==> config.mk <==
export PLATFORM = sky130hd
export DESIGN_NAME = soric_gpio_ctrl
export DESIGN_NICKNAME = d
export VERILOG_FILES = /design/src/rtl/soric_gpio_ctrl.sv
export SDC_FILE = /design/constraint.sdc
export NUM_CORES = 1
export LEC_CHECK = 0
export CAP_MARGIN = 20
export CORE_MARGIN = 3
export CORE_UTILIZATION = 25
export DETAILED_ROUTE_END_ITERATION = 8
export GPL_ROUTABILITY_DRIVEN = 0
export PLACE_DENSITY = 0.52
export SKIP_CTS_REPAIR_TIMING = 1
export SYNTH_ARGS = -nofsm -noshare
export SYNTH_HDL_FRONTEND = slang
export SYNTH_SLANG_ARGS = --single-unit
==> constraint.sdc <==
create_clock -name wb_clk_i -period 3 [get_ports wb_clk_i]
set_clock_uncertainty 0.15 [all_clocks]
set_input_delay 0.6 -clock wb_clk_i [delete_from_list [all_inputs] [get_ports wb_clk_i]]
set_output_delay 0.6 -clock wb_clk_i [all_outputs]
set_load 0.02 [all_outputs]
==> src/rtl/soric_gpio_ctrl.sv <==
// soric_gpio_ctrl: pad-side control/status stage (io_in filter, core start sequencer, Wishbone checkpoint).
// Optional sticky run-state interrupt is built when SORIC_GPIO_CTRL_IRQ_EN is defined.
module soric_gpio_ctrl #(
  parameter int          SYNC_STAGES = 2,
  parameter int          DEB_CYCLES  = 16,
  parameter int          RST_CYCLES  = 8,
  parameter logic [31:0] BASE_ADDR   = 32'h3000_0000
) (
  input  logic        wb_clk_i,
  input  logic        wb_rst_ni,
  input  logic        wbs_cyc_i,
  input  logic        wbs_stb_i,
  input  logic        wbs_we_i,
  input  logic [3:0]  wbs_sel_i,
  input  logic [31:0] wbs_adr_i,
  input  logic [31:0] wbs_dat_i,
  output logic        wbs_ack_o,
  output logic [31:0] wbs_dat_o,
  input  logic [7:0]  io_in,
  output logic [15:0] io_out,
  output logic [23:0] io_oeb,
  output logic        core_rst_no,
  output logic        fetch_en_o,
  output logic        irq_o
);

  localparam int CW = (DEB_CYCLES > 1) ? $clog2(DEB_CYCLES) : 1;
  localparam int RW = (RST_CYCLES > 1) ? $clog2(RST_CYCLES) : 1;
  localparam logic [CW-1:0] DEB_LAST = CW'(DEB_CYCLES - 1);
  localparam logic [RW-1:0] RST_LAST = RW'(RST_CYCLES - 1);

  // state | meaning: IDLE core held in reset | RST_HOLD reset countdown | RUN core fetching
  typedef enum logic [1:0] {
    S_IDLE     = 2'd0,
    S_RST_HOLD = 2'd1,
    S_RUN      = 2'd2
  } state_e;

  logic [7:0]    sync_q [SYNC_STAGES];
  logic [7:0]    sync_v;
  logic [7:0]    cand_q;
  logic [CW-1:0] cnt_q;
  logic [7:0]    ctrl_q;
  logic          run_prev_q;

  state_e        state_q;
  logic [RW-1:0] rcnt_q;
  logic          core_rst_q;
  logic          fetch_q;

  logic          run;
  logic          en_ok;
  logic          keep;
  logic          start;
  logic          start_acc;

  logic          ack_q;
  logic [31:0]   dat_q;
  logic [15:0]   ckpt_q;
  logic [15:0]   io_out_q;
  logic [15:0]   start_cnt_q;

  logic          wb_sel;
  logic          wb_wr;
  logic [1:0]    reg_idx;
  logic          wr_ckpt;
  logic          wr_cnt;
  logic [1:0]    state_bits;
  logic [31:0]   rdata;
  logic          unused_ok;

  assign unused_ok = ^{wbs_sel_i[3:2], wbs_dat_i[31:16], wbs_adr_i[1:0]};

  always_ff @(posedge wb_clk_i) begin
    if (!wb_rst_ni) begin
      for (int i = 0; i < SYNC_STAGES; i++) sync_q[i] <= '0;
    end else begin
      sync_q[0] <= io_in;
      for (int i = 1; i < SYNC_STAGES; i++) sync_q[i] <= sync_q[i-1];
    end
  end

  assign sync_v = sync_q[SYNC_STAGES-1];

  // cnt holds at its terminal value once stable, so ctrl_q keeps reloading the same value
  always_ff @(posedge wb_clk_i) begin
    if (!wb_rst_ni) begin
      cand_q <= '0;
      cnt_q  <= '0;
      ctrl_q <= '0;
    end else if (sync_v != cand_q) begin
      cand_q <= sync_v;
      cnt_q  <= '0;
    end else if (cnt_q == DEB_LAST) begin
      ctrl_q <= cand_q;
    end else begin
      cnt_q <= cnt_q + 1'b1;
    end
  end

  always_ff @(posedge wb_clk_i) begin
    if (!wb_rst_ni) run_prev_q <= 1'b0;
    else            run_prev_q <= ctrl_q[5];
  end

  assign run       = ctrl_q[5];
  assign en_ok     = (ctrl_q[2:1] == 2'b11);
  assign keep      = run & en_ok;
  assign start     = run & ~run_prev_q & en_ok;
  assign start_acc = start & (state_q == S_IDLE);

  always_ff @(posedge wb_clk_i) begin
    if (!wb_rst_ni) begin
      state_q    <= S_IDLE;
      rcnt_q     <= '0;
      core_rst_q <= 1'b0;
      fetch_q    <= 1'b0;
    end else begin
      case (state_q)
        S_IDLE: begin
          if (start) begin
            state_q <= S_RST_HOLD;
            rcnt_q  <= '0;
          end
        end
        S_RST_HOLD: begin
          if (!keep) begin
            state_q <= S_IDLE;
          end else if (rcnt_q == RST_LAST) begin
            state_q    <= S_RUN;
            core_rst_q <= 1'b1;
            fetch_q    <= 1'b1;
          end else begin
            rcnt_q <= rcnt_q + 1'b1;
          end
        end
        S_RUN: begin
          if (!keep) begin
            state_q    <= S_IDLE;
            core_rst_q <= 1'b0;
            fetch_q    <= 1'b0;
          end
        end
        default: begin
          state_q    <= S_IDLE;
          core_rst_q <= 1'b0;
          fetch_q    <= 1'b0;
        end
      endcase
    end
  end

  assign core_rst_no = core_rst_q;
  assign fetch_en_o  = fetch_q;
  assign state_bits  = state_q;

  assign wb_sel  = wbs_cyc_i & wbs_stb_i & ~ack_q & (wbs_adr_i[31:4] == BASE_ADDR[31:4]);
  assign wb_wr   = wb_sel & wbs_we_i;
  assign reg_idx = wbs_adr_i[3:2];
  assign wr_ckpt = wb_wr & (reg_idx == 2'd0);
  assign wr_cnt  = wb_wr & (reg_idx == 2'd2);

`ifdef SORIC_GPIO_CTRL_IRQ_EN
  logic irq_q;
  logic wr_status;
  logic enter_run;
  logic leave_run;

  assign wr_status = wb_wr & (reg_idx == 2'd1);
  assign enter_run = (state_q == S_RST_HOLD) & keep & (rcnt_q == RST_LAST);
  assign leave_run = (state_q == S_RUN) & ~keep;

  // a set in the same cycle as a clear wins
  always_ff @(posedge wb_clk_i) begin
    if (!wb_rst_ni) irq_q <= 1'b0;
    else            irq_q <= (irq_q & ~wr_status) | enter_run | leave_run;
  end

  assign irq_o = irq_q;
`else
  assign irq_o = 1'b0;
`endif

  always_comb begin
    rdata = '0;
    case (reg_idx)
      2'd0:    rdata = {16'h0000, ckpt_q};
      2'd1:    rdata = {21'h0, irq_o, state_bits, ctrl_q};
      2'd2:    rdata = {16'h0000, start_cnt_q};
      default: rdata = '0;
    endcase
  end

  always_ff @(posedge wb_clk_i) begin
    if (!wb_rst_ni) begin
      ack_q <= 1'b0;
      dat_q <= '0;
    end else begin
      ack_q <= wb_sel;
      dat_q <= (wb_sel & ~wbs_we_i) ? rdata : 32'h0;
    end
  end

  assign wbs_ack_o = ack_q;
  assign wbs_dat_o = dat_q;

  always_ff @(posedge wb_clk_i) begin
    if (!wb_rst_ni) begin
      ckpt_q   <= '0;
      io_out_q <= '0;
    end else begin
      if (wr_ckpt && wbs_sel_i[0]) ckpt_q[7:0]  <= wbs_dat_i[7:0];
      if (wr_ckpt && wbs_sel_i[1]) ckpt_q[15:8] <= wbs_dat_i[15:8];
      io_out_q <= ckpt_q;
    end
  end

  assign io_out = io_out_q;
  assign io_oeb = {16'h0000, 8'hFF};

  // a clear that lands on the same edge as a start leaves exactly that start counted
  always_ff @(posedge wb_clk_i) begin
    if (!wb_rst_ni) begin
      start_cnt_q <= '0;
    end else if (wr_cnt) begin
      start_cnt_q <= {15'h0000, start_acc};
    end else if (start_acc && (start_cnt_q != 16'hFFFF)) begin
      start_cnt_q <= start_cnt_q + 16'd1;
    end
  end

endmodule

# After elaboration in Yosys (flattened, before gate mapping)
# Memories as Yosys holds them, arrays and structs flattened.
# Cells that the tools add are included.
[totals]
ff_bits = 108
latch_bits = 0
ram_bits = 16
rom_bits = 0
in_bits = 81
output_inout_bits = 76
wordCells = 87
n_memories = 1
[memory_table]
columns = ["name", "words", "width", "read_ports", "rd_clocked_by_memory_dff", "write_ports", "line", "rtl"]
rows = [
  ["sync_q", 2, 8, 2, 0, 2, "39", "logic [7:0] sync_q [SYNC_STAGES];"],
]
[classes]
add_sub_neg = 3
n_mul = 0
div_mod_pow = 0
n_lt_le_gt_ge = 0
eq_ne = 16
shift = 0
n_mux = 20
n_bitwise = 19
reduce_logical = 14
[op_table]
columns = ["op", "count"]
rows = [
  ["$pmux W16 S3", 1],
  ["$eq A28 B26 Y1 const B", 1],
  ["$add A16 B1 Y16 const B", 1],
  ["$mux W8", 2],
  ["$ne A16 B16 Y1 const B", 1],
  ["$and A1 B1 Y1", 11],
  ["$ne A2 B2 Y1 const B", 5],
  ["$mux W3", 3],
  ["$mux W2", 4],
  ["$ne A8 B8 Y1", 1],
  ["$reduce_and A4 Y1", 2],
  ["$mux W1", 7],
  ["$eq A2 B2 Y1 const B", 3],
  ["$not A1 Y1", 6],
  ["$pmux W2 S3", 1],
  ["$pmux W3 S2", 1],
  ["$add A4 B1 Y4 const B", 1],
  ["$eq A2 B1 Y1 const B", 2],
  ["$eq A4 B4 Y1 const B", 1],
  ["$logic_not A2 Y1", 2],
  ["$reduce_and A2 Y1", 2],
  ["$reduce_bool A2 Y1", 2],
  ["$reduce_or A2 Y1", 2],
  ["$add A3 B1 Y3 const B", 1],
  ["6 further kinds", 9],
]

# Depth between registers and ports, before layout
[logic_depth]
word_depth = 7
depth_mapped = 7

# Least setup slack after synthesis
# No wires, ideal clock.
[synth_path]
path_kind = "input to register"
from = "input wbs_adr_i[18]"
to = "register dat_q[10], in the netlist wbs_dat_o[10]"
setup_ns = 0.064
t_arrival_ns = 2.038
required_ns = 2.786
setup_slack_ns = 0.748
cell_stages = 6
n_path_buf = 1
cell_sequence = "nor4_1 -> nand4_2 -> or4_1 -> or2_1 -> buf_6 -> nor2_2"
[synth_between]
elab_chain_len = 4
[synth_rtl]
columns = ["element", "line", "rtl"]
rows = [
  ["start: declaration", "15", "input logic [31:0] wbs_adr_i,"],
  ["$eq A28 B26 Y1", "157", "assign wb_sel = wbs_cyc_i & wbs_stb_i & ~ack_q & (wbs_adr_i[31:4] == BASE_ADDR[31:4]);"],
  ["$and A1 B1 Y1", "157", ""],
  ["$and A1 B1 Y1", "200", "dat_q <= (wb_sel & ~wbs_we_i) ? rdata : 32'h0;"],
  ["$reduce_and A2 Y1 (no source line)", "--", ""],
  ["end signal: assignment", "200", ""],
  ["end: declaration", "58", "logic [31:0] dat_q;"],
]
# Every way passes these cells.
# A chain may end at the register's enable or synchronous reset.

# Worst setup path in the final report
[layout_path]
from = "input wbs_adr_i[13]"
to = "register dat_q[11], in the netlist wbs_dat_o[11]"
# Same word-level chain as after synthesis.

==> flow_metrics.tcl <==
set metrics [dict create \
    worst_setup_hold_path_clk_slew_ns 0.08 \
    row_count 48 \
    yosysTopAreaCellShare_pct 47.7 \
    critical_path.startpoint "wbs_adr_i[13]" \
    routed_wire_length_per_instance_um 13.4 \
    layout.cells.most_common "sky130_fd_sc_hd__dfxtp_1" \
    post-route-min-period_ns 2.40 \
    rsz_0062_raised_after_global_routing "no" \
    maxSlewViolCount 0 \
    ant_nets 0 \
    postSynth.topFlopCell "sky130_fd_sc_hd__dfxtp_1" \
    multiInputGateArea_sq_um 2100 \
    place_inst 774 \
    end_kind "flip-flop" \
    yosys.area.top_type "sky130_fd_sc_hd__dfxtp_1" \
    n_fill_cell 1801 \
    proportion_of_layout_cells_with_a_drive_suffix_above_1_pct 9.03 \
    criticalPathCategory "in -> reg" \
    crit_arrival_ns 2.54 \
    layout.nets 645 \
    worst_pin_slew_ns 0.832 \
    critical_path_required_ns 3.14 \
    syn_inst 460 \
    r2r-end "start_cnt_q[11]$_SDFFE_PP0P_" \
    stdcell_count 790 \
    overall_fraction_of_global_route_tracks_in_use_pct 11.0 \
    area_growth_from_synthesis_to_final_layout_pct 30.9 \
    setup-violations-final 0 \
    min_period_over_period_pct 79.9 \
    syn_avg_cell_area_sq_um 9.84 \
    floorplan_die_area_sq_um 19800 \
    post_drt_via_cell_ratio 4.17 \
    clkSinkCount 108 \
    grt_overflow_total 0 \
    hp-class "reg -> reg" \
    post_synth_main_area_contributors "sky130_fd_sc_hd__dfxtp_1 (48%), sky130_fd_sc_hd__mux2i_1 (9.1%), sky130_fd_sc_hd__buf_4 (7.1%)" \
    clock_latency_ns 0.36 \
    route.final.wire_length_um 10600 \
    synth_edf_count 0 \
    first_global_vias 3271 \
    design.portCount 157 \
    cellPowerDensity_nw_per_um2 481 \
    drc 0 \
    ys.warnings.count 0 \
    clock_tree.htree_level_count 3 \
    fp.dieH_um 141 \
    postSynthRegisterBits 108 \
    synth-async-reset-ratio_pct 0 \
    first_iter_violations 92 \
    most-common-layout-cells "sky130_fd_sc_hd__dfxtp_1 (108), sky130_fd_sc_hd__clkdlybuf4s50_1 (95), sky130_fd_sc_hd__nor2_1 (71)" \
    number_of_antenna_violations_at_the_first_check_in_global_routing 0 \
    total_power_w 0.00285 \
    ff2ff_path_depth 5 \
    max_slew_margin_pct 44.2 \
    worst_vdd_drop_v 0.000270 \
    cts_inserted_buffers 9 \
    max_freq_ghz 0.417 \
    status "complete, no violations" \
    cts.root.buffer_cell "sky130_fd_sc_hd__clkbuf_16" \
    total_standard_cell_area_after_synthesis_sq_um 4530 \
    timing.max_cap.violations 0 \
    antenna_cells 0 \
    postPlaceCellArea_sq_um 5620 \
    via_count 3295 \
    fin_util_pct 33.8 \
    leakage_nw 2.19 \
    firstDrtPassIters 4 \
    cts_max_path_buffers 2 \
    worst_setup_path_start_kind "primary input" \
    die_x_um 141 \
    worstReg2RegStart "state_bits[0]$_SDFFE_PN0P_" \
    core_area_sq_um 17500 \
    tritoncts "built" \
    worst_setup_path_endpoint "wbs_dat_o[11]$_SDFF_PN0_" \
    crit_path_max_fanout 6 \
    r2r_setup_slack_ns 0.88 \
    synth_seq_area_share_pct 47.7 \
    grt_first_pass_wirelength_um 17300 \
    register_area_sq_um 2160 \
    final.setup.tns_ns 0 \
    detailed_place_hpwl_um 8190 \
    io_buffers 95 \
    largest_net_degree_at_the_start_of_global_routing 46 \
    number_of_distinct_library_cells_after_synthesis 47 \
    finalHoldViolCount 0 \
    starting_density_of_the_core_pct 25.8 \
    finish.instance_area_sq_um 5930 \
]
-- cell type report --
type,count,share of cell area (%)
tap,225,4.75
clock inverter,6,1.14
inverter,6,0.380
multi-input combinational,326,35.4
sequential,108,36.5
clock buffer,10,4.03
timing repair buffer,109,17.8
-- worst min-delay path by stage --
stage                                     to  slack [ns]  cells past startpoint                     from
floorplan           sync_q[0][10]$_SDFF_PN0_        0.26                      1  sync_q[0][2]$_SDFF_PN0_
global placement     sync_q[0][8]$_SDFF_PN0_        0.27                      1  sync_q[0][0]$_SDFF_PN0_
detailed placement   sync_q[0][9]$_SDFF_PN0_        0.27                      1  sync_q[0][1]$_SDFF_PN0_
CTS                  sync_q[0][9]$_SDFF_PN0_        0.29                      1  sync_q[0][1]$_SDFF_PN0_
global route        sync_q[0][10]$_SDFF_PN0_        0.30                      1  sync_q[0][2]$_SDFF_PN0_
finish              sync_q[0][12]$_SDFF_PN0_        0.28                      1  sync_q[0][4]$_SDFF_PN0_
-- synth_stat cells, drive strengths merged (2+ instances only) --
cell and number:
mux2 2, nand4 8, conb 2, ha 4
or3 2, inv 6, and4bb 2, o31ai 2
a22oi 3, nand3 12, nor4 9, buf 47
clkbuf 12, a211oi 2, xnor2 21, a21oi 12
nor3 14, nor3b 2, o21ai 4, dfxtp 108
a2111oi 3, and2 41, mux2i 41, a22o 2
nor2 77, nand2 9, and3 2, a31oi 2
-- cell families after synthesis --
logic type | Yosys count | share of synthesized area, %
simple gates | 185 | 23.4
fa+ha+maj | 4 | 1.11
buf+inv | 65 | 9.15
xor+xnor | 21 | 4.06
mux | 43 | 9.56
flops | 108 | 47.7
compound gates | 32 | 4.84
other cells | 2 | 0.166
-- worst max-delay path: stages --
cell and delay [ns]:
sky130_fd_sc_hd__clkdlybuf4s50_1 0.44, sky130_fd_sc_hd__nor4_4 0.33, sky130_fd_sc_hd__nand4_4 0.13, sky130_fd_sc_hd__or4_1 0.52, sky130_fd_sc_hd__or2_1 0.37, sky130_fd_sc_hd__nor2_2 0.15
-- stage by stage --
| stage | hold slack, ns | setup slack (ns) |
|---|---|---|
| 2_1_floorplan | 0.262 | 0.748 |
| 6_report | 0.283 | 0.603 |
| 5_1_grt | 0.300 | 0.426 |
| 3_5_place_dp | 0.271 | 0.216 |
| 4_1_cts | 0.289 | 0.598 |
| 3_3_place_gp | 0.272 | 0.235 |
-- report_power, final --
part | switching [W] | internal, W | leakage, nW
logic | 0.000105 | 0.0000973 | 1.17
registers | 0.00000763 | 0.00145 | 0.874
clock network | 0.000581 | 0.000613 | 0.150
total | 0.000694 | 0.00216 | 2.19
-- routing by layer --
metal	GRT usage, %	part of all wire (%)
met1	12.6	41
met2	19.4	52
met3	3.19	5.2
met4	3.82	1.6
met5	0	0
-- sequential cells by signal, indices dropped and copies added (netlist names) --
| signal | cells |
|---|---|
| cnt_q | 4 |
| sync_q | 16 |
| cand_q | 8 |
| start_cnt_q | 16 |
| fetch_en_o | 1 |
| io_out | 16 |
| state_bits | 2 |
| wbs_dat_o | 16 |
| ctrl_q | 8 |
| wbs_ack_o | 1 |
| ckpt_q | 16 |
| rcnt_q | 3 |
| run_prev_q | 1 |
Power figures use the tool's default switching activity.
